[src/rtl/inst_fetch_if.sv]
// Shared types and the instruction-memory request/response bus used by inst_fetch.
package inst_fetch_pkg;
  localparam int unsigned XLEN = 32;

  typedef enum logic [1:0] {
    PC_PLUS4 = 2'd0,
    JUMP     = 2'd1,
    TRAP     = 2'd2
  } nextPCType_e;
endpackage

interface inst_fetch_if;
  import inst_fetch_pkg::*;

  logic            req;
  logic [XLEN-1:0] addr;
  logic            rvalid;
  logic [XLEN-1:0] rdata;

  modport master (output req, output addr, input rvalid, input rdata);
  modport slave  (input req, input addr, output rvalid, output rdata);
endinterface

[src/rtl/inst_fetch.sv]
// Instruction fetch: one outstanding imem request, single-entry instruction buffer
// toward IF_ID, and redirect handling that drops stale responses.
module inst_fetch
  import inst_fetch_pkg::*;
#(
  parameter logic [XLEN-1:0] RESET_PC = 32'h0000_0000,
  parameter logic [XLEN-1:0] NOP_INST = 32'h0000_0013
) (
  input  logic             clk,
  input  logic             rst,
  input  logic             clk_en,
  input  nextPCType_e      pc_sel,
  input  logic [XLEN-1:0]  jump_addr,
  input  logic [XLEN-1:0]  trap_addr,
  input  logic             inst_rd_en,
  input  logic             if_id_clk_en,
  inst_fetch_if.master     imem,
  output logic             inst_ready,
  output logic [XLEN-1:0]  inst_out,
  output logic [XLEN-1:0]  pc_out
);

  typedef enum logic [1:0] {S_IDLE, S_WAIT, S_DROP, S_HOLD} state_e;

  state_e          state_q, state_d;
  logic [XLEN-1:0] pc_q, pc_d;
  logic [XLEN-1:0] pc_fetch_q, pc_fetch_d;
  logic [XLEN-1:0] inst_d, pc_out_d;
  logic            ready_d;
  logic            redirect;
  logic            issue;
  logic [XLEN-1:0] target;
  logic [XLEN-1:0] pc_aligned;

  assign pc_aligned = {pc_q[XLEN-1:2], 2'b00};

  // Redirect decode; targets are forced word-aligned.
  always_comb begin
    redirect = 1'b0;
    target   = pc_q;
    case (pc_sel)
      JUMP: begin
        redirect = 1'b1;
        target   = {jump_addr[XLEN-1:2], 2'b00};
      end
      TRAP: begin
        redirect = 1'b1;
        target   = {trap_addr[XLEN-1:2], 2'b00};
      end
      default: ;
    endcase
  end

  // Next-state and buffer update logic.
  always_comb begin
    state_d    = state_q;
    pc_d       = pc_q;
    pc_fetch_d = pc_fetch_q;
    ready_d    = inst_ready;
    inst_d     = inst_out;
    pc_out_d   = pc_out;
    issue      = inst_rd_en && !redirect &&
                 ((state_q == S_IDLE) || ((state_q == S_HOLD) && if_id_clk_en));

    case (state_q)
      S_IDLE: begin
        if (issue) state_d = S_WAIT;
      end
      S_WAIT: begin
        if (redirect) begin
          state_d = imem.rvalid ? S_IDLE : S_DROP;
        end else if (imem.rvalid) begin
          state_d  = S_HOLD;
          ready_d  = 1'b1;
          inst_d   = imem.rdata;
          pc_out_d = pc_fetch_q;
          pc_d     = pc_fetch_q + XLEN'(4);
        end
      end
      S_DROP: begin
        if (imem.rvalid) state_d = S_IDLE;
      end
      S_HOLD: begin
        if (redirect || if_id_clk_en) begin
          ready_d = 1'b0;
          inst_d  = NOP_INST;
          state_d = issue ? S_WAIT : S_IDLE;
        end
      end
      default: state_d = S_IDLE;
    endcase

    if (issue)    pc_fetch_d = pc_aligned;
    if (redirect) pc_d       = target;
  end

  assign imem.req  = clk_en && !rst && issue;
  assign imem.addr = pc_aligned;

  // State register; reset wins over clock enable.
  always_ff @(posedge clk) begin
    if (rst) begin
      state_q    <= S_IDLE;
      pc_q       <= RESET_PC;
      pc_fetch_q <= RESET_PC;
      inst_ready <= 1'b0;
      inst_out   <= NOP_INST;
      pc_out     <= '0;
    end else if (clk_en) begin
      state_q    <= state_d;
      pc_q       <= pc_d;
      pc_fetch_q <= pc_fetch_d;
      inst_ready <= ready_d;
      inst_out   <= inst_d;
      pc_out     <= pc_out_d;
    end
  end

endmodule

[src/flat_wrapper.sv]
// flat-port wrapper written by rule: the top's interface ports become plain ports
module inst_fetch_flat import inst_fetch_pkg::*;
#(
  parameter logic [XLEN-1:0] RESET_PC = 32'h0000_0000,
  parameter logic [XLEN-1:0] NOP_INST = 32'h0000_0013
)
  (clk, rst, clk_en, pc_sel, jump_addr, trap_addr, inst_rd_en, if_id_clk_en, inst_ready, inst_out, pc_out, imem_req, imem_addr, imem_rvalid, imem_rdata);
  inst_fetch_if imem_i ();
  input  logic clk;
  input  logic rst;
  input  logic clk_en;
  input  nextPCType_e pc_sel;
  input  logic [XLEN-1:0] jump_addr;
  input  logic [XLEN-1:0] trap_addr;
  input  logic inst_rd_en;
  input  logic if_id_clk_en;
  output logic inst_ready;
  output logic [XLEN-1:0] inst_out;
  output logic [XLEN-1:0] pc_out;
  output wire logic [$bits(imem_i.req)-1:0] imem_req;
  output wire logic [$bits(imem_i.addr)-1:0] imem_addr;
  input wire logic [$bits(imem_i.rvalid)-1:0] imem_rvalid;
  input wire logic [$bits(imem_i.rdata)-1:0] imem_rdata;
  assign imem_req = imem_i.req;
  assign imem_addr = imem_i.addr;
  assign imem_i.rvalid = imem_rvalid;
  assign imem_i.rdata = imem_rdata;
  inst_fetch #(.RESET_PC(RESET_PC), .NOP_INST(NOP_INST)) u_core (.clk(clk), .rst(rst), .clk_en(clk_en), .pc_sel(pc_sel), .jump_addr(jump_addr), .trap_addr(trap_addr), .inst_rd_en(inst_rd_en), .if_id_clk_en(if_id_clk_en), .imem(imem_i), .inst_ready(inst_ready), .inst_out(inst_out), .pc_out(pc_out));
endmodule
[config.mk]
export PLATFORM = sky130hd
export DESIGN_NAME = inst_fetch_flat
export DESIGN_NICKNAME = d
export VERILOG_FILES = /design/src/rtl/inst_fetch_if.sv /design/src/rtl/inst_fetch.sv /design/src/flat_wrapper.sv
export SDC_FILE = /design/constraint.sdc
export NUM_CORES = 1
export LEC_CHECK = 0
export ABC_AREA = 1
export ABC_CLOCK_PERIOD_IN_PS = 2000
export CAP_MARGIN = 20
export CORE_MARGIN = 8
export CORE_UTILIZATION = 35
export DETAILED_ROUTE_END_ITERATION = 10
export PLACE_DENSITY_LB_ADDON = 0.3
export SLEW_MARGIN = 20
export SYNTH_ARGS = -nofsm -noshare
export SYNTH_HDL_FRONTEND = slang
export SYNTH_SLANG_ARGS = --single-unit
[constraint.sdc]
create_clock -name clk -period 2 [get_ports clk]
set_input_delay 0.3 -clock clk [delete_from_list [all_inputs] [get_ports clk]]
set_output_delay 0.3 -clock clk [all_outputs]
set_load 0.005 [all_outputs]
# Word level (Yosys, flattened, before mapping)
# Index checks and enable logic that the tools add are counted.
dict set report totals {
  out_inout_bits 98
  regBits 127
  inputBits 104
  latch_bits 0
  mem_bits_ro 0
  memories 0
  ram_bits 0
}
dict set report classes {
  n_lt_le_gt_ge 0
  addsub 1
  shifts 0
  eq_ne 12
  n_reduce_logical 19
  n_mul 0
  div_mod_pow 0
  muxes 21
  n_bitwise 1
}
# operator n
set ops {}
lappend ops {{$mux W32} 6}
lappend ops {{$pmux W32 S2} 2}
lappend ops {{$add A32 B3 Y32 const B} 1}
lappend ops {{$mux W2} 6}
lappend ops {{$reduce_and A5 Y1} 2}
lappend ops {{$ne A2 B2 Y1 const B} 4}
lappend ops {{$pmux W2 S4} 1}
lappend ops {{$reduce_and A4 Y1} 2}
lappend ops {{$eq A2 B2 Y1 const B} 3}
lappend ops {{$reduce_bool A2 Y1} 3}
lappend ops {{$logic_and A1 B1 Y1} 5}
lappend ops {{$mux W1} 5}
lappend ops {{$eq A2 B1 Y1 const B} 2}
lappend ops {{$ne A3 B2 Y1 const B} 1}
lappend ops {{$ne A3 B3 Y1 const B} 1}
lappend ops {{$logic_not A1 Y1} 2}
lappend ops {{$logic_not A2 Y1} 1}
lappend ops {{$logic_or A1 B1 Y1} 2}
lappend ops {{$ne A2 B1 Y1 const B} 1}
lappend ops {{$pmux W1 S2} 1}
lappend ops {{$reduce_and A2 Y1} 1}
lappend ops {{$reduce_or A2 Y1} 1}
lappend ops {{$not A1 Y1} 1}

# Longest topological paths before layout
# Gate-level depths: netlist of the first run.
dict set report logic_depth {
  depth_word 9
  mapped_depth 13
  mapped_depth_nobuf 11
}

# Worst setup path after synthesis of the first run
# OpenSTA, ideal clock, no wires.
dict set report synth_timing {
  path_kind {in2out}
  startpoint {in pc_sel[0]}
  endpoint {out imem_req}
  required_time_ns 1.700
  cell_stages 8
  t_arrival_ns 1.469
  path_slack_ns 0.231
  cell_sequence {inv_1 -> ha_1 -> nand2_1 -> o21ai_2 -> nand2_1 -> buf_2 -> buf_2 -> nor2_1}
}
dict set report synth_via {
  elab_chain_len 7
}
# element line_no
set synth_lines {}
lappend synth_lines {{start: declaration} flat_wrapper.sv:12} ;# input nextPCType_e pc_sel;
lappend synth_lines {{$eq A2 B1 Y1 or $eq A2 B2 Y1 (tied branches)} inst_fetch.sv:41} ;# case (pc_sel)
lappend synth_lines {{$reduce_or A2 Y1 (no source line) *} --}
lappend synth_lines {{$mux W1 *} inst_fetch.sv:41}
lappend synth_lines {{$logic_not A1 Y1 *} inst_fetch.sv:62} ;# issue = inst_rd_en && !redirect &&
lappend synth_lines {{$logic_and A1 B1 Y1 * (2 in a row)} inst_fetch.sv:62}
lappend synth_lines {{$logic_and A1 B1 Y1 *} inst_fetch.sv:97} ;# assign imem.req = clk_en && !rst && issue;
lappend synth_lines {{end: declaration} flat_wrapper.sv:20} ;# output wire logic [$bits(imem_i.req)-1:0] imem_req;
# Mark *: on every way between the ends. The rest lies on a longest branch, timed or not.

# Worst setup path in the final report of the first run
# Same ends and word-level chain as after synthesis.

==> results of run 1 <==
[worst paths after layout]
check	from	to	slack, ps	cells past startpoint
worst max-delay path	pc_sel[0]	imem_req	90	8
worst min-delay path	imem_rdata[2]	u_core.inst_out[2]	430	3
worst max register to register	u_core.state_q[1]	u_core.pc_fetch_q[12]	220	9
worst min register to register	u_core.inst_ready	u_core.inst_ready	460	2
[worst register-to-register path: stages (launching register included)]
cell                      delay (ps)
sky130_fd_sc_hd__dfxtp_1         390
sky130_fd_sc_hd__nand2_2         110
sky130_fd_sc_hd__inv_1            90
sky130_fd_sc_hd__nand4_1         140
sky130_fd_sc_hd__o21ai_2         100
sky130_fd_sc_hd__nand2_1          90
sky130_fd_sc_hd__buf_4           140
sky130_fd_sc_hd__buf_4           270
sky130_fd_sc_hd__o21ai_0         270
sky130_fd_sc_hd__a21oi_1          60
[state kept, by name (all words and copies together) (netlist names)]
register,cells
u_core.pc_q,30
u_core.pc_out,30
u_core.inst_ready,1
u_core.inst_out,32
u_core.state_q,2
u_core.pc_fetch_q,30
[cell type report]
cell class | instances | area, um^2 | share of cell area (%)
Multi-Input combinational cell | 637 | 2870 | 32.6
Clock inverter | 14 | 145 | 1.65
Tap cell | 220 | 275 | 3.13
Sequential cell | 125 | 2500 | 28.5
Clock buffer | 18 | 439 | 5.00
Timing Repair Buffer | 231 | 2370 | 27.0
Inverter | 47 | 186 | 2.12
[kinds of logic (layout without fill, tap and decap cells)]
kind of cell | Yosys count | after routing
buffers and inverters | 99 | 310
AO/OA/AOI/OAI | 235 | 235
adder cells (fa/ha/maj) | 2 | 2
XOR/XNOR | 1 | 1
other | 1 | 4
flip-flops | 125 | 125
AND/OR/NAND/NOR | 395 | 395
[metrics by stage]
step                area [um^2]  hold WS, ps
global route               8790          419
detailed placement         8100          454
CTS                        8720          417
floorplan                  5770          431
finish                     8790          433
global placement           8100          450
[synthesized netlist by cell type (2+ instances only)]
master | number | area [um^2]
sky130_fd_sc_hd__ha_1 | 2 | 25.0
sky130_fd_sc_hd__nand4_1 | 3 | 18.8
sky130_fd_sc_hd__nor2_1 | 157 | 589
sky130_fd_sc_hd__nor2_2 | 10 | 62.6
sky130_fd_sc_hd__nand3_1 | 44 | 220
sky130_fd_sc_hd__buf_4 | 6 | 45.0
sky130_fd_sc_hd__a31oi_1 | 6 | 37.5
sky130_fd_sc_hd__o21ai_1 | 7 | 35.0
sky130_fd_sc_hd__a21oi_1 | 101 | 505
sky130_fd_sc_hd__buf_2 | 12 | 60.1
sky130_fd_sc_hd__nand2_1 | 176 | 661
sky130_fd_sc_hd__clkbuf_1 | 30 | 113
sky130_fd_sc_hd__inv_1 | 44 | 165
sky130_fd_sc_hd__buf_1 | 2 | 7.51
sky130_fd_sc_hd__o22ai_1 | 4 | 25.0
sky130_fd_sc_hd__o21ai_0 | 115 | 576
sky130_fd_sc_hd__inv_2 | 2 | 7.51
sky130_fd_sc_hd__dfxtp_1 | 125 | 2500
[per-layer routing]
layer / global-route usage [%] / routed length (um)
met3: 5.41 / 1350
met1: 23.9 / 9080
met4: 6.74 / 316
met2: 25.8 / 8090
met5: 0 / 0
[report_power, final]
group / leakage, nW / total (mW) / internal (mW) / switching (mW)
Sequential: 1.02 / 2.73 / 2.61 / 0.114
Combinational: 1.94 / 0.955 / 0.516 / 0.440
Clock: 0.278 / 3.01 / 1.86 / 1.15
[timing repair]
action | in CTS | in global routing
hold endpoints to repair | 0 | 0
pin swaps | 4 | 7
gates cloned | 0 | 2
endpoints found under the setup margin | 1 | 88
setup buffers | 4 | 1
resized for setup | 5 | 19
==> parameters.txt, run 1 <==
Parameter                              Value

Final layout
  Layout cell share with drive strength beyond 1    between 9 and 10%
  Antenna cells    0
  Syn-to-layout area delta    52.7%
  Leading cell type in the layout, fill and taps excluded    sky130_fd_sc_hd__clkdlybuf4s50_1
  Filler cell count in the final layout    1,620
  Leading cell types in the layout, fill and taps excluded    sky130_fd_sc_hd__clkdlybuf4s50_1 (192), sky130_fd_sc_hd__nand2_1 (173), sky130_fd_sc_hd__nor2_1 (157)
  Net count of the finished layout    1,165
  Layout Cells excl Fill    about 1,300
  Fraction of the core area covered by cells at the end of the flow    53.8%

Global routing
  Total Routing Usage GR    about 18%
  Number of global-route vias before repair    ~5,700
  Pin count of the biggest net entering global routing    89
  First-pass GRT wire length    approximately 29 mm
  Congestion Overflow GR    0
  Number of antenna violations at the first check in global routing    0

Routing
  DRT Pass-1 Iters    4
  DRC errors left    0
  First-iteration detailed-routing DRC count    425
  Post-detailed-route via-to-cell ratio    4.69
  Count of antenna-violating nets left after detailed routing    0
  Total via count after detailed routing    between 6,000 and 7,000
  Routed WL per cell    between 10 and 15 um
  Total Wirelength    18.8 mm

Synthesis
  Xor/xnor cell area share of the yosys netlist    less than 1%
  Post-synthesis average cell area    ~6.7 um^2
  Sequential cell area fraction in the yosys report    43.5%
  Main combinational cell family by area after synthesis    simple AND/OR/NAND/NOR gates
  Flip-flop and latch count after synthesis    125
  Area share of fa/ha/maj cells after synthesis    0.435%
  Mux cell area share after synthesis    0%
  Number of flops mapped to enable cells by yosys    0
  Mapped Area    5760 um^2
  Simple logic cell fraction of the synthesized area    27.7%
  Compound-Gate Fraction of Synth Area    roughly a fifth
  Async set-or-reset flop fraction in the synthesized netlist    0%
  Count of warnings emitted by yosys    0
  Instance count of the mapped netlist    858
  Primary flip-flop cell chosen by synthesis mapping    sky130_fd_sc_hd__dfxtp_1
  Number of distinct library cells after synthesis    30

Floorplanning
  Row count    47
  Top-Level Pins    202
  Chip Width    144 um
  Die Y-Extent    144 um
  Initial Util    35.2%
  Core region area    16,300 um^2
  Die footprint    20,800 um^2

Worst setup path
  Number of buffer and inverter stages on the critical path    3
  Setup CP Type    in -> out
  Family with the most delay on the worst path    buffers and inverters
  Largest stage delay on the critical path    450 ps
  Highest net fanout along the worst path    3
  Kind of launch point of the worst setup path    input port
  Critical path capture point type    output pin
  Crit path arrival time    ~1600 ps
  Critical path cell sequence    clkdlybuf4s50_1, inv_1, ha_4, nand4_1, o21ai_2, nand2_1, nor2_1, buf_2
  Worst-path cell with the longest stage delay    sky130_fd_sc_hd__clkdlybuf4s50_1
  Required time of the critical path    roughly 1700 ps

Job
  Max Cap Viol    0

STA
  Final period utilization    95.5%
  Max-slew violation count    0
  Final period demand of the worst path    roughly 1900 ps
  TNS Setup    0 ps
  Setup ws final    between 90 and 100 ps
  RSZ-0062 raised after global routing    false
  Maximum clock rate    0.524 GHz
  Final-report setup violation count    0
  Final worst clock skew    4.57 ps
  Final hold violation count    0
  Slew at the pin closest to its max-slew limit    543 ps
  Worst slew margin    63.8%

Placement
  Number of port buffers    193
  Dpl hpwl    13.9 mm
  Dpl ws    -417 ps
  Final Wtd Congestion    about 0.9
  Post-Place Cells    1,255

Clock network
  Post-CTS Hold Fix Bufs    0
  Cell chosen for the clock root    sky130_fd_sc_hd__clkbuf_16
  CTS buffer count    17
  Clock tree sinks    ~130
  Maximum clock insertion buffer count    2
  Clock latency of the later-clocked register in the worst-skew pair    about 420 ps
  Clock tree from TritonCTS    yes
  Count of H-tree levels built during CTS    4
  Clock-pin slew on the worst setup and hold paths    about 60 ps

Pwr
  Leakage    3.23 nW
  Pwr Density    762 nW/um^2
  Total power of the final layout    approximately 6.7 mW
  Peak supply drop    608 uV

Outcome
  Result of the run    finished, final reports clean

Min path
  Class of the worst hold path    in -> reg
Power figures use the tool's default switching activity.
==> inputs of run 2 (changes only) <==
--- a/config.mk
+++ b/config.mk
@@ -11,7 +11,7 @@
 export CORE_MARGIN = 8
 export CORE_UTILIZATION = 35
 export DETAILED_ROUTE_END_ITERATION = 10
-export PLACE_DENSITY_LB_ADDON = 0.3
+export PLACE_DENSITY = 0.68
 export SLEW_MARGIN = 20
 export SYNTH_ARGS = -nofsm -noshare
 export SYNTH_HDL_FRONTEND = slang
==> run 2 against run 1 <==
- sequential power is essentially flat
- hold slack gained 3.1 ps
- non-clock buffer count down 4
- final cell count down 0.31%
- via count is 3.0% higher
- first-iteration DRC count grew 5.4%
- flip-flop and latch count unchanged
- total power rose by 7.3%
- global-route usage is 0.69 points higher
- combinational power about the same
- die area is the same
- critical endpoint unchanged
- highest routed layer unchanged
==> parameters.txt, run 2 (synthesis results as in run 1) <==
Parameter                              Value

Worst setup path
  Crit path from    pc_sel[1]
  Endpoint of the lowest-slack register-to-register path    u_core.pc_q[26]
  Worst R2R Start    u_core.pc_fetch_q[2]
  Setup CP Type    in -> out
  Slack of the worst reg-to-reg path    140 ps (-80 ps)
  Required time of the critical path    1700 ps (about the same)
  Crit path arrival time    1620 ps (about the same)
  Kind of launch point of the worst setup path    input port
  Critical path capture point type    output pin
  Highest net fanout along the worst path    4 (+1)
  Number of cell instances on the worst register-to-register path    10 (+1)
  Crit path capture    imem_req

STA
  Final worst clock skew    12.2 ps (+7.61 ps)
  Final period demand of the worst path    1920 ps (+6.44 ps)
  Max-slew violation count    0 (unchanged)
  Worst hold slack across all endpoints    436 ps (+3.08 ps)
  Final-report setup violation count    0 (unchanged)
  Setup ws final    84.5 ps (-6.44 ps)
  Final period utilization    95.8% (+0.32 points)
  Final hold violation count    0 (unchanged)
  TNS Setup    0 ps (unchanged)
  Maximum clock rate    0.522 GHz (-0.34%)
  RSZ-0062 raised after global routing    false

Final layout
  Filler cell count in the final layout    1,618 (-0.12%)
  Area used by sequential logic in the layout    2500 um^2 (unchanged)
  Leading cell types in the layout, fill and taps excluded    sky130_fd_sc_hd__clkdlybuf4s50_1 (191), sky130_fd_sc_hd__nand2_1 (175), sky130_fd_sc_hd__nor2_1 (156)
  Largest reg by FF count    u_core.inst_out
  Flip-flop count of the largest register, all copies and words added    32 (unchanged)
  Syn-to-layout area delta    53.3%
  Fraction of the core area covered by cells at the end of the flow    54.0% (+0.22 points)
  Net count of the finished layout    1,161 (-0.34%)
  Area occupied by multi-input gates    2860 um^2 (-0.48%)
  Layout cell share with drive strength beyond 1    8.33% (-0.72 points)
  Antenna cells    0 (unchanged)
  Leading cell type in the layout, fill and taps excluded    sky130_fd_sc_hd__clkdlybuf4s50_1

Placement
  Final Wtd Congestion    0.859 (-4.3%)
  Dpl hpwl    14.5 mm (+4.3%)
  Number of port buffers    193 (unchanged)
  Dpl ws    -431 ps (-13.7 ps)

Global routing
  Congestion Overflow GR    0 (unchanged)
  Total Routing Usage GR    18.4% (+0.69 points)
  Pin count of the biggest net entering global routing    89 (unchanged)
  First-pass GRT wire length    30.3 mm (+4.7%)
  Number of global-route vias before repair    5,851 (+2.7%)
  Number of antenna violations at the first check in global routing    0 (unchanged)

Pwr
  Peak supply drop    586 uV (-3.6%)
  Pwr Density    814 nW/um^2 (+6.9%)
  Total power of the final layout    7.19 mW (+7.3%)
  Leakage    3.27 nW (+1.1%)

Floorplanning
  Initial Util    35.2% (unchanged)
  Row count    47 (unchanged)
  Core region area    16,300 um^2 (unchanged)
  Die Y-Extent    144 um (unchanged)
  Die footprint    20,800 um^2 (unchanged)
  Chip Width    144 um (unchanged)
  Top-Level Pins    202 (unchanged)

Clock network
  CTS buffer count    17 (unchanged)
  Cell chosen for the clock root    sky130_fd_sc_hd__clkbuf_16
  Clock latency of the later-clocked register in the worst-skew pair    420 ps (about the same)
  Clock tree sinks    125 (unchanged)
  Count of H-tree levels built during CTS    4 (unchanged)
  Maximum clock insertion buffer count    2 (unchanged)
  Post-CTS Hold Fix Bufs    0 (unchanged)
  Clock tree from TritonCTS    yes
  Clock-pin slew on the worst setup and hold paths    60 ps (about the same)

Outcome
  Result of the run    finished, final reports clean

Routing
  Total Wirelength    19.6 mm (+4.1%)
  DRC errors left    0 (unchanged)
  First-iteration detailed-routing DRC count    448 (+5.4%)
  Post-detailed-route via-to-cell ratio    4.85 (+3.3%)
  DRT Pass-1 Iters    5 (+1)
  Total via count after detailed routing    6,243 (+3.0%)
  Count of antenna-violating nets left after detailed routing    0 (unchanged)
  Routed WL per cell    15.2 um (+4.4%)

Job
  Max Cap Viol    0 (unchanged)

Min path
  Class of the worst hold path    in -> reg
[run 2: cell count changes in the layout (fill, tap and decap cells not counted), sizes merged]
cell / previous run / this run
buf: 37 / 33
bufinv: 2 / 6
inv: 48 / 47
clkbuf: 20 / 22
dlymetal6s2s: 0 / 1
clkinvlp: 4 / 2
clkinv: 7 / 4
clkdlybuf4s50: 192 / 191
[run 2: timing repair]
item | CTS | global route
gates cloned | 0 | 2
gates resized for setup | 5 | 11
buffers inserted | 1 | 1
endpoints found under the setup margin | 1 | 18
hold endpoints to repair | 0 | 0
pin swaps | 3 | 4
[run 2: area by class of cell]
cell class              instances  share of cell area [%]
inverters                      47                    2.06
well taps                     220                    3.12
clock inverters                12                    2.44
multi-input cells             637                    32.4
repair buffers                227                    26.5
flip-flops and latches        125                    28.4
clock buffers                  20                    5.17
[run 2: report_power, final]
group          leakage (nW)  internal (mW)  switching [mW]
clock                 0.326           2.39            1.11
combinational          1.92          0.511           0.441
sequential             1.02           2.61           0.118
total                  3.27           5.52            1.67
[run 2: per-stage QoR]
step,instances,instance area (um^2)
after floorplan,861,5770
after global placement,1253,8070
after detailed placement,1253,8070
after CTS,1286,8760
after global routing,1288,8830
final,1288,8830
[run 2: worst max-delay path, stage by stage]
cell	delay [ps]
sky130_fd_sc_hd__clkdlybuf4s50_1	450
sky130_fd_sc_hd__ha_4	320
sky130_fd_sc_hd__nand4_1	130
sky130_fd_sc_hd__o21ai_2	100
sky130_fd_sc_hd__nand2_1	90
sky130_fd_sc_hd__nor2_1	100
sky130_fd_sc_hd__buf_2	120
[run 2: worst min path at each step]
stage	to	depth (start not counted)	slack, ps	start
after detailed placement	u_core.inst_out[5]	2	450	u_core.inst_out[5]
after floorplan	u_core.inst_out[0]	2	430	imem_rdata[0]
final	u_core.inst_out[25]	3	440	imem_rdata[25]
after CTS	u_core.inst_out[8]	3	420	imem_rdata[8]
after global routing	u_core.inst_out[25]	3	430	imem_rdata[25]
after global placement	u_core.inst_out[7]	2	450	u_core.inst_out[7]
[run 2: metal layers]
metal  vias to the layer above  track usage (%)  wire length, um
met2                       230             28.5             8830
met1                      2792             24.0             8970
li1                       3200                -                -
met4                         0             6.41              300
met5                         -                0                0
met3                        21             5.02             1490
==> RTL edit 1 (settings of run 1) <==
Encoding of `state_e`: now one-hot (4 bits for 4 states).
--- a/src/rtl/inst_fetch.sv
+++ b/src/rtl/inst_fetch.sv
@@ -20,7 +20,7 @@
   output logic [XLEN-1:0]  pc_out
 );
 
-  typedef enum logic [1:0] {S_IDLE, S_WAIT, S_DROP, S_HOLD} state_e;
+  typedef enum logic [3:0] {S_IDLE = 4'b0001, S_WAIT = 4'b0010, S_DROP = 4'b0100, S_HOLD = 4'b1000} state_e;
 
   state_e          state_q, state_d;
   logic [XLEN-1:0] pc_q, pc_d;
Formal check against the unedited RTL: same outputs for any inputs over 4 cycles, from zero or initial values and one cycle with rst high; so few cycles prove little.
==> RTL edit 1 against run 1 <==
  * Total power increased by 0.97%
  * Hold slack improved by 0.013 ns
  * Setup slack got worse by 0.023 ns
  * Synthesized area increased by 3.1%
  * Via count increased by 7.9%
  * Design area increased by 0.36%
  * Sequential cell count increased by 2
  * Highest routed layer unchanged
  * Largest power group unchanged
  * Routed wire length increased by 10%
==> RTL edit 1: results (changes against run 1) <==
| Metric | Value |
|---|---|
| Clock-cell share | 6.70% (was 6.65%) |
| Crit path max fanout | 2 (was 3) |
| Leakage | 3.44 nW (was 3.23 nW) |
| Fraction of area in registers | 28.8% (was 28.5%) |
| Clock power frac | 45.7% (was 45.0%) |
| Drt pass-1 iters | 5 (was 4) |
| Setup Buffers After CTS | 0 (was 4) |
| Area of the multi-input gates | 2970 um2 (was 2870 um2) |
| Worst Skew | 0.00853 ns (was 0.00457 ns) |
| Post-DP HPWL | 15300 um (was 13900 um) |
| All-Layer GR Usage | 19.2% (was 17.7%) |
| Non-CTS inverters | 51 (was 47) |
| DR vias/cell | 4.98 (was 4.69) |
| Count of cells resized by post-cts repair | 6 (was 5) |
| Highest ir drop seen on vdd | 0.593 mV (was 0.608 mV) |
| Status | complete, no violations (unchanged) |
| Largest net degree at the start of global routing | 59 (was 89) |
| Fin Hold WS | 0.446 ns (was 0.433 ns) |
| Met2 global-route usage | 33.7% (was 25.8%) |
| Sw Pwr | 1.65 mW (was 1.71 mW) |
| Top cells by count, synth | nor2_1 (203), o21ai_0 (161), nand2_1 (139) (was nand2_1 (176), nor2_1 (157), dfxtp_1 (125)) |
| Vias in the first global route | 6336 (was 5695) |
| Clkbuf count | 24 (was 18) |
| Hold Startpoint | imem_rdata[15] (was imem_rdata[2]) |
| R2R Path Start | u_core.pc_fetch_q[3] (was u_core.state_q[1]) |
| Synth top area cells | dfxtp_1 (43%), o21ai_0 (14%), nor2_1 (13%) (was dfxtp_1 (43%), nand2_1 (11%), nor2_1 (10%)) |
| GP Congestion | 0.940 (was 0.898) |
| Synth cell types | 26 (was 30) |
| Routed length on met1 | 8870 um (was 9080 um) |
| Drt wl/cell | 15.8 um (was 14.6 um) |
| Nets@finish | 1189 (was 1165) |
| First-pass GRT wire length | 33400 um (was 28900 um) |
| Peak per-stage delay on the critical path | 0.47 ns (was 0.45 ns) |
| Seq_cells | 127 (was 125) |
| Signal buffers | 225 (was 231) |
| Met3 routed WL | 1190 um (was 1350 um) |
| Fill cell count | 1635 (was 1620) |
| Initial drt markers | 446 (was 425) |
| CP arrival | 1.63 ns (was 1.61 ns) |
## RTL edit 1: path summary, 6_finish.rpt
check,end,depth (start not counted)
worst min-delay path,u_core.inst_out[15],3
worst max-delay path,imem_req,10
worst max register to register,u_core.pc_q[28],9
worst min register to register,u_core.inst_out[15],2
## RTL edit 1: kinds of logic (layout without fill, tap and decap cells)
kind of cell | count (synthesis) | count (layout) | share of synthesized area (%)
AOI/OAI and AO/OA | 255 | 255 | 21.8
adders and majority gates | 2 | 2 | 0.421
buffers and inverters | 109 | 305 | 7.90
DFF | 127 | 127 | 42.8
other | 1 | 4 | 0.0632
and+or+nand+nor | 400 | 400 | 27.0
## RTL edit 1: stage by stage
step	instance area [um2]	util, %	instances	setup WS (ns)
6_report	8820	53.2	1313	0.0677
5_1_grt	8820	53.2	1313	-0.0159
4_1_cts	8800	53.1	1312	0.00825
3_5_place_dp	8200	49.5	1283	-0.483
3_3_place_gp	8200	49.5	1283	-0.467
2_1_floorplan	5950	-	897	0.272
==> RTL edit 2 (settings of run 1) <==
Without the edit above. Change the package constant `XLEN` from 32 to 24.
--- a/src/rtl/inst_fetch_if.sv
+++ b/src/rtl/inst_fetch_if.sv
@@ -1,6 +1,6 @@
 // Shared types and the instruction-memory request/response bus used by inst_fetch.
 package inst_fetch_pkg;
-  localparam int unsigned XLEN = 32;
+  localparam int unsigned XLEN = 24;
 
   typedef enum logic [1:0] {
     PC_PLUS4 = 2'd0,
Interface: changed (6 resized); port bits go from 202 to 154. The function was not compared with the original's and may differ.
==> RTL edit 2 against run 1 <==
  * Design area shrank 25%
  * Routed wire length shrank 27%
  * Sequential cell count shrank 32
  * Core utilization shrank 0.91 points
  * Count of clock-buffer cells in the layout shrank 8
  * Clock power shrank 31%
  * Synthesized area shrank 24%
  * Total power shrank 26%
  * Critical path depth shrank 1
  * Final cell count shrank 26%
  * Setup slack gained 0.10 ns
  * Critical endpoint unchanged
  * Highest routed layer unchanged
==> RTL edit 2: results (changes against run 1) <==
| Metric | Value |
|---|---|
| Status | complete, no violations (unchanged) |
| Placed Cells | 930 (was 1255) |
| M1 GR Usage | 20.5% (was 23.9%) |
| Largest net degree at the start of global routing | 66 (was 89) |
| Hold Crit Class | flop to flop (was input port to flop) |
| GP Congestion | 0.849 (was 0.898) |
| Initial drt markers | 319 (was 425) |
| Final wirelength | 13800 um (was 18800 um) |
| Vias in the first global route | 4469 (was 5695) |
| Post-DP HPWL | 10600 um (was 13900 um) |
| All-Layer GR Usage | 16.7% (was 17.7%) |
| Crit path max fanout | 5 (was 3) |
| Synth top area cells | dfxtp_1 (42%), o21ai_0 (10%), nor2_1 (9.8%) (was dfxtp_1 (43%), nand2_1 (11%), nor2_1 (10%)) |
| Nets@finish | 855 (was 1165) |
| Drt wl/cell | 14.5 um (was 14.6 um) |
| Buffers on Ports | 145 (was 193) |
| Worst Skew | 0.00879 ns (was 0.00457 ns) |
| Sequential cell area fraction in the yosys report | 42.4% (was 43.5%) |
| Placed instance area | 6110 um2 (was 8100 um2) |
| Leakage | 2.40 nW (was 3.23 nW) |
| Highest ir drop seen on vdd | 0.438 mV (was 0.608 mV) |
| CP arrival | 1.51 ns (was 1.61 ns) |
| Num CTS Buffers | 9 (was 17) |
| Drt pass-1 iters | 5 (was 4) |
| Synth Area per Inst | 7.03 um2 (was 6.71 um2) |
| Met2 global-route usage | 27.9% (was 25.8%) |
| Dpl ws | -0.521 ns (was -0.417 ns) |
| Max reg flops | 24 (was 32) |
| First-pass GRT wire length | 22200 um (was 28900 um) |
| Htree depth | 3 (was 4) |
| Synth cell types | 31 (was 30) |
| Final-report hold violation count | 0 (unchanged) |
| M3 GR Usage | 4.49% (was 5.41%) |
| PwrDens | 753 nW/um2 (was 762 nW/um2) |
| Top cells by count, synth | nor2_1 (114), nand2_1 (100), dfxtp_1 (93) (was nand2_1 (176), nor2_1 (157), dfxtp_1 (125)) |
| Proportion of layout cells with a drive suffix above 1 | 12.1% (was 9.05%) |
| Fill cell count | 1230 (was 1620) |
| Later-pin clock latency in the skew report | 0.34 ns (was 0.42 ns) |
| DR vias/cell | 4.80 (was 4.69) |
-- RTL edit 2: layout make-up --
class,count,share of cell area (%)
Clock buffer,10,3.64
Clock inverter,6,2.04
Inverter,37,2.19
Multi-Input combinational cell,459,33.4
Sequential cell,93,28.4
Tap cell,172,3.28
Timing Repair Buffer,173,27.1
-- RTL edit 2: kinds of logic (layout without fill, tap and decap cells) --
logic type	after synthesis	in the layout	share of synthesized area, %
compound gates	179	179	22.4
fa+ha+maj	2	2	0.570
buf+inv	75	226	8.27
flops	93	93	42.4
other cells	1	4	0.0855
simple gates	274	274	26.2
-- RTL edit 2: routing by layer --
metal	share of wire, %	up-vias
met1	46	2062
met3	6.5	9
met2	47	143
li1	-	2343
met5	0	-
met4	1.0	0
-- RTL edit 2: critical path: stages, from the launching register on --
cell and delay, ns:
dfxtp_1 0.43, nand2_1 0.15, inv_1 0.10, nand3b_1 0.12
o21ai_2 0.10, nand2_2 0.08, nor2_1 0.08, buf_2 0.12
-- RTL edit 2: power by group --
group / internal [mW] / switching, mW
Clock: 1.38 / 0.707
Sequential: 1.95 / 0.0904
Combinational: 0.432 / 0.376
Total: 3.77 / 1.17
-- RTL edit 2: worst paths after layout --
kind / from / end / slack, ns / cells past startpoint
min reg2reg: u_core.inst_ready / u_core.inst_ready / 0.46 / 2
min: u_core.inst_ready / u_core.inst_ready / 0.46 / 2
max: u_core.state_q[1] / imem_req / 0.19 / 7
max reg2reg: u_core.pc_fetch_q[2] / u_core.pc_q[22] / 0.25 / 8
-- RTL edit 2: timing repair --
item                                    in CTS  in global routing
endpoints found under the setup margin      50                 47
endpoints found under the hold margin        0                  0
pin swaps                                    2                  1
buffers inserted                             1                  2
cloned                                       0                  1
gates resized for setup                     11                  2
